### src/rtl/mul_approx_seq.sv
// rtl/mul_approx_seq.sv - iterative W x W unsigned multiplier, exact or broken-array approximate per operation
// Optional APPROX_COMP_EN: adds a constant 2^(VBL-1) bias to approximate results, saturating.
module mul_approx_seq #(
   parameter int W   = 12,
   parameter int VBL = 12,
   parameter int HBL = 0
) (
   input  logic           clk,
   input  logic           rst_n,
   input  logic           in_valid,
   output logic           in_ready,
   input  logic [W-1:0]   in_a,
   input  logic [W-1:0]   in_b,
   input  logic           in_exact,
   output logic           out_valid,
   input  logic           out_ready,
   output logic [2*W-1:0] out_prod,
   output logic           out_exact
);

   localparam int PW = 2 * W;
   localparam int RW = (W > 1) ? $clog2(W) : 1;

   localparam logic [1:0] ST_IDLE = 2'd0;
   localparam logic [1:0] ST_RUN  = 2'd1;
   localparam logic [1:0] ST_DONE = 2'd2;

   localparam logic [RW-1:0] ROW_LAST    = RW'(W - 1);
   localparam logic [RW-1:0] ROW_APPROX0 = RW'(HBL);

`ifdef APPROX_COMP_EN
   localparam int            BIAS_SH = (VBL > 0) ? (VBL - 1) : 0;
   localparam logic [PW-1:0] BIAS    = (VBL > 0) ? (PW'(1) << BIAS_SH) : '0;
`endif

   logic [1:0]    state_q, state_d;
   logic [W-1:0]  a_q, a_d;
   logic [W-1:0]  b_q, b_d;
   logic          exact_q, exact_d;
   logic [PW-1:0] acc_q, acc_d;
   logic [RW-1:0] row_q, row_d;

   logic [W-1:0]  mask;
   logic [PW-1:0] addend;
   logic [PW-1:0] acc_run;
   logic          last_row;

   // Broken-array mask: in approx mode a bit survives only if its column reaches VBL.
   always_comb begin
      mask = '0;
      for (int j = 0; j < W; j++) begin
         mask[j] = exact_q || ((int'(row_q) + j) >= VBL);
      end
   end

   always_comb begin
      addend = '0;
      if (b_q[row_q]) begin
         addend = PW'(a_q & mask) << row_q;
      end
   end

   assign last_row = (row_q == ROW_LAST);

`ifdef APPROX_COMP_EN
   logic [PW:0] biased;

   // Partial sums never overflow; only the bias can push past full scale.
   always_comb begin
      biased  = {1'b0, acc_q + addend};
      if (last_row && !exact_q) begin
         biased = biased + {1'b0, BIAS};
      end
      acc_run = biased[PW] ? '1 : biased[PW-1:0];
   end
`else
   always_comb begin
      acc_run = acc_q + addend;
   end
`endif

   always_comb begin
      state_d = state_q;
      a_d     = a_q;
      b_d     = b_q;
      exact_d = exact_q;
      acc_d   = acc_q;
      row_d   = row_q;
      case (state_q)
         ST_IDLE: begin
            if (in_valid) begin
               state_d = ST_RUN;
               a_d     = in_a;
               b_d     = in_b;
               exact_d = in_exact;
               acc_d   = '0;
               row_d   = in_exact ? '0 : ROW_APPROX0;
            end
         end
         ST_RUN: begin
            acc_d = acc_run;
            if (last_row) begin
               state_d = ST_DONE;
            end else begin
               row_d = row_q + 1'b1;
            end
         end
         ST_DONE: begin
            if (out_ready) begin
               state_d = ST_IDLE;
            end
         end
         default: begin
            state_d = ST_IDLE;
         end
      endcase
   end

   always_ff @(posedge clk or negedge rst_n) begin
      if (!rst_n) begin
         state_q <= ST_IDLE;
         a_q     <= '0;
         b_q     <= '0;
         exact_q <= 1'b0;
         acc_q   <= '0;
         row_q   <= '0;
      end else begin
         state_q <= state_d;
         a_q     <= a_d;
         b_q     <= b_d;
         exact_q <= exact_d;
         acc_q   <= acc_d;
         row_q   <= row_d;
      end
   end

   assign in_ready  = (state_q == ST_IDLE);
   assign out_valid = (state_q == ST_DONE);
   assign out_prod  = acc_q;
   assign out_exact = exact_q;

endmodule
### config.mk
export PLATFORM = sky130hd
export DESIGN_NAME = mul_approx_seq
export DESIGN_NICKNAME = d
export VERILOG_FILES = /design/src/rtl/mul_approx_seq.sv
export SDC_FILE = /design/constraint.sdc
export NUM_CORES = 1
export LEC_CHECK = 0
export BUFFER_PORTS_ARGS = -buffer_cell sky130_fd_sc_hd__buf_2
export CELL_PAD_IN_SITES_DETAIL_PLACEMENT = 1
export CELL_PAD_IN_SITES_GLOBAL_PLACEMENT = 1
export CORE_MARGIN = 4
export CORE_UTILIZATION = 48
export DETAILED_ROUTE_END_ITERATION = 8
export GPL_ROUTABILITY_DRIVEN = 1
export PLACE_DENSITY = 0.83
export SLEW_MARGIN = 10
export SYNTH_ARGS = -nofsm -noshare
export SYNTH_HDL_FRONTEND = slang
export SYNTH_SLANG_ARGS = --single-unit
### constraint.sdc
create_clock -name clk -period 12.1 [get_ports clk]
set_input_delay 0.605 -clock clk [delete_from_list [all_inputs] [get_ports clk]]
set_output_delay 0.605 -clock clk [all_outputs]
set_load 0.02 [all_outputs]
==> flow_metrics.env <==
export IMPL_crit_type="reg -> reg"
export IMPL_cts_tree="built"
export IMPL_postCtsSetupRepairBufs=0
export IMPL_ys_ff_latch=55
export IMPL_reg2regPathDepth=17
export IMPL_synth_xor_xnor_area_share_pct=3.70
export IMPL_fin_nets=577
export IMPL_dieArea_um2=10400
export IMPL_first_iter_violations=178
export IMPL_synthDistinctLibCells=66
export IMPL_cts_reportedPaths_clkPinSlew_ps=120
export IMPL_regToRegSetupSlack_ps=7150
export IMPL_fin_crit_ps=4950
export IMPL_vias_per_cell=6.13
export IMPL_route_detailed_drc=0
export IMPL_max_freq_mhz=202
export IMPL_crit_fanout=33
export IMPL_cts_sink_count=55
export IMPL_cts_root_buf="clkbuf_8"
export IMPL_synth_edf_count=0
export IMPL_async_flop_share_pct=100
export IMPL_p_leak_nw=2.19
export IMPL_drv_cap=0
export IMPL_synthesis_area_um2=4260
export IMPL_sw_frac_of_total_pct=51.5
export IMPL_cts_buffer_depth=2
export IMPL_wl_per_cell_um=19.6
export IMPL_core_area_um2=8680
export IMPL_maxSlewViolCount=0
export IMPL_synth_adder_area_share_pct=9.81
export IMPL_boundaryPins=56
export IMPL_final_cells=625
export IMPL_synth_mux_area_share_pct=13.2
export IMPL_drt_total_wl_mm=12.2
export IMPL_drt_pass1_iterations=4
export IMPL_rr_endpoint="out_prod[22]$_DFFE_PN0P_"
export IMPL_synthMostInstantiatedCell="dfrtp_1"
export IMPL_grt_setup_unrepaired="no"
export IMPL_area_growth_pct=11.0
export IMPL_status="finished, final reports clean"
export IMPL_pwr_density_cell_nw_per_um2=320
export IMPL_synthesis_nets=531
export IMPL_reg2reg_from="row_q[1]$_DFFE_PN0P_"
export IMPL_ant_nets=0
export IMPL_vias=3833
export IMPL_fin_setup_tns_ps=0
export IMPL_grt_pass1_vias=4022
export IMPL_start_util_pct=49.1
export IMPL_fin_crit_sh_pct=40.9
export IMPL_grt_pass1_wl_mm=20.5
export IMPL_worst_pin_slew_ps=1010
export IMPL_synthSimpleGateAreaFrac_pct=14.4
export IMPL_antenna_found_initial=0
export IMPL_yosysSeqAreaShare_pct=32.3
export IMPL_n_fill_cell=1079
export IMPL_cts_resized_gates=0
export IMPL_switchingPower_mw=0.778
export IMPL_p_int_mw=0.734
export IMPL_clk_latency_ps=330
export IMPL_dp_cells=617
export IMPL_grt_overflow=0
export IMPL_grt_use_total_pct=24.6
export IMPL_cts_hold_buf=0
export IMPL_grt_max_degree=56
export IMPL_worstPathArrival_ps=5160
export IMPL_synth_compound_area_share_pct=23.1
export IMPL_crit_path_start_kind="register"
export IMPL_antenna_diode_count=0
export IMPL_synth_area_leaders="dfrtp_1, mux2_2, ha_1"
export IMPL_die_y_um=102
export IMPL_yosysTopAreaCellShare_pct=32.3
export IMPL_yosysTopAreaCell="dfrtp_1"
export IMPL_cts_buffers=5
export IMPL_peakVddDrop_v=0.000138
export IMPL_port_buffers=55
export IMPL_yosys_warnings=0
export IMPL_synth_commonest_cells="dfrtp_1, nand2_1, o21ai_0"
export IMPL_synth_area_per_cell_um2=9.06
export IMPL_fin_skew_ps=11.5
export IMPL_crit_required_ps=12310
export IMPL_dp_hpwl_mm=9.07
export IMPL_end_kind="register"
export IMPL_setup_violations=0
export IMPL_synthFlopType="dfrtp_1"
export IMPL_drive_gt1_share_pct=22.4
export IMPL_synth_top_family_by_area="compound AO/OA/AOI/OAI gates"
export IMPL_synth_cells=470
export IMPL_hp_class="in -> async"
export IMPL_die_w_um=102
export IMPL_rows=34
export IMPL_htree_levels=2
export IMPL_seq_power_share_pct=23.3
export IMPL_gp_routability_congestion=0.872
export IMPL_clockPowerShare_pct=8.0
export IMPL_combinationalPowerShare_pct=68.8
export IMPL_slew_headroom_pct=32.3
export IMPL_hold_viol=0
## flip-flops by register name, summed over array words and instances (netlist names)
register / count
out_exact: 1
row_q: 4
state_q: 2
b_q: 12
a_q: 12
out_prod: 24
## per-layer routing
metal / track usage (%) / routed length [um] / share of wire, %
met5: 0 / 0 / 0
met4: 6.26 / 195 / 1.6
met3: 3.55 / 472 / 3.9
met2: 41.9 / 5990 / 49
met1: 32.8 / 5590 / 46
## cell families (layout without fill, tap and decap cells)
group	count (synthesis)	in the layout
AND/OR/NAND/NOR	131	131
adder cells (fa/ha/maj)	33	33
flip-flops	55	55
AO/OA/AOI/OAI	149	149
multiplexers	48	48
buffers and inverters	36	83
XOR/XNOR	18	18
## power groups by stage
stage          clock, mW  sequential (mW)  combinational (mW)
2_1_floorplan          0            0.366               0.740
3_3_place_gp           0            0.349               0.979
3_5_place_dp           0            0.356                1.02
4_1_cts            0.124            0.352                1.03
5_1_grt            0.131            0.365                1.15
6_report           0.120            0.352                1.04
## how the worst max path moves through the flow
stage	start	end	slack, ps	cells past startpoint
final	row_q[1]$_DFFE_PN0P_	out_prod[22]$_DFFE_PN0P_	7150	17
after global routing	row_q[1]$_DFFE_PN0P_	out_prod[22]$_DFFE_PN0P_	6770	17
after CTS	row_q[1]$_DFFE_PN0P_	out_prod[22]$_DFFE_PN0P_	7170	17
after detailed placement	row_q[1]$_DFFE_PN0P_	out_prod[22]$_DFFE_PN0P_	7250	17
after global placement	row_q[1]$_DFFE_PN0P_	out_prod[22]$_DFFE_PN0P_	7450	17
after floorplan	row_q[2]$_DFFE_PN0P_	out_prod[23]$_DFFE_PN0P_	7660	17
## worst max-delay path, stage by stage, from the launching register on
cell,delay [ps]
dfrtp_1,370
buf_4,350
ha_1,340
nand2_1,140
maj3_1,370
o21ai_0,240
mux2i_1,140
mux2_2,310
a221oi_1,370
nor2_1,100
ha_1,330
and3_1,230
a221o_1,350
a41oi_1,410
o21ai_0,280
o21ai_0,250
xor2_1,160
o21ai_0,80
## cell type report
type	instances	area, um^2	share of cell area, %
multi-input combinational	379	2740	57.9
sequential	55	1380	29.1
timing repair buffer	62	328	6.94
tap	108	135	2.86
clock buffer	5	68.8	1.46
inverter	13	48.8	1.03
clock inverter	3	31.3	0.662
## cells in the final DEF (no fill, tap or decap), types with 3 or more instances in the layout
master     count
dfrtp_1       55
a31oi_1        5
nor3_1         6
nor2_1        33
a211o_1        3
xnor2_1        9
o2bb2ai_1      3
nor2b_1        6
clkbuf_8       5
nand2_1       50
ha_1          31
o21ai_0       41
inv_1         10
o211a_1        3
o31ai_1        8
or3_1          3
nand4_1        5
mux4_2         3
o22ai_1        3
xor2_1         9
clkinv_1       3
mux2_2        35
a22o_1         3
a21o_1         7
buf_2         55
a21oi_1       32
a211oi_1       5
buf_4          7
mux2i_1       10
o21bai_1       4
a21boi_0       3
o211ai_1       4
nand2b_1       6
o21a_1         3
and2_1         4
a221oi_1       3
nand3_1        7
## stage by stage
step           hold WS [ps]  power, mW  util [%]  instance area (um^2)  worst slack (ps)
5_1_grt                 464       1.65      54.5                  4730              6770
3_3_place_gp            487       1.33      53.3                  4630              7450
6_report                406       1.51      54.5                  4730              7150
3_5_place_dp            496       1.38      53.3                  4630              7250
2_1_floorplan           309       1.11         -                  4260              7660
4_1_cts                 437       1.51      54.5                  4730              7170
(Power assumes the default switching activity.)
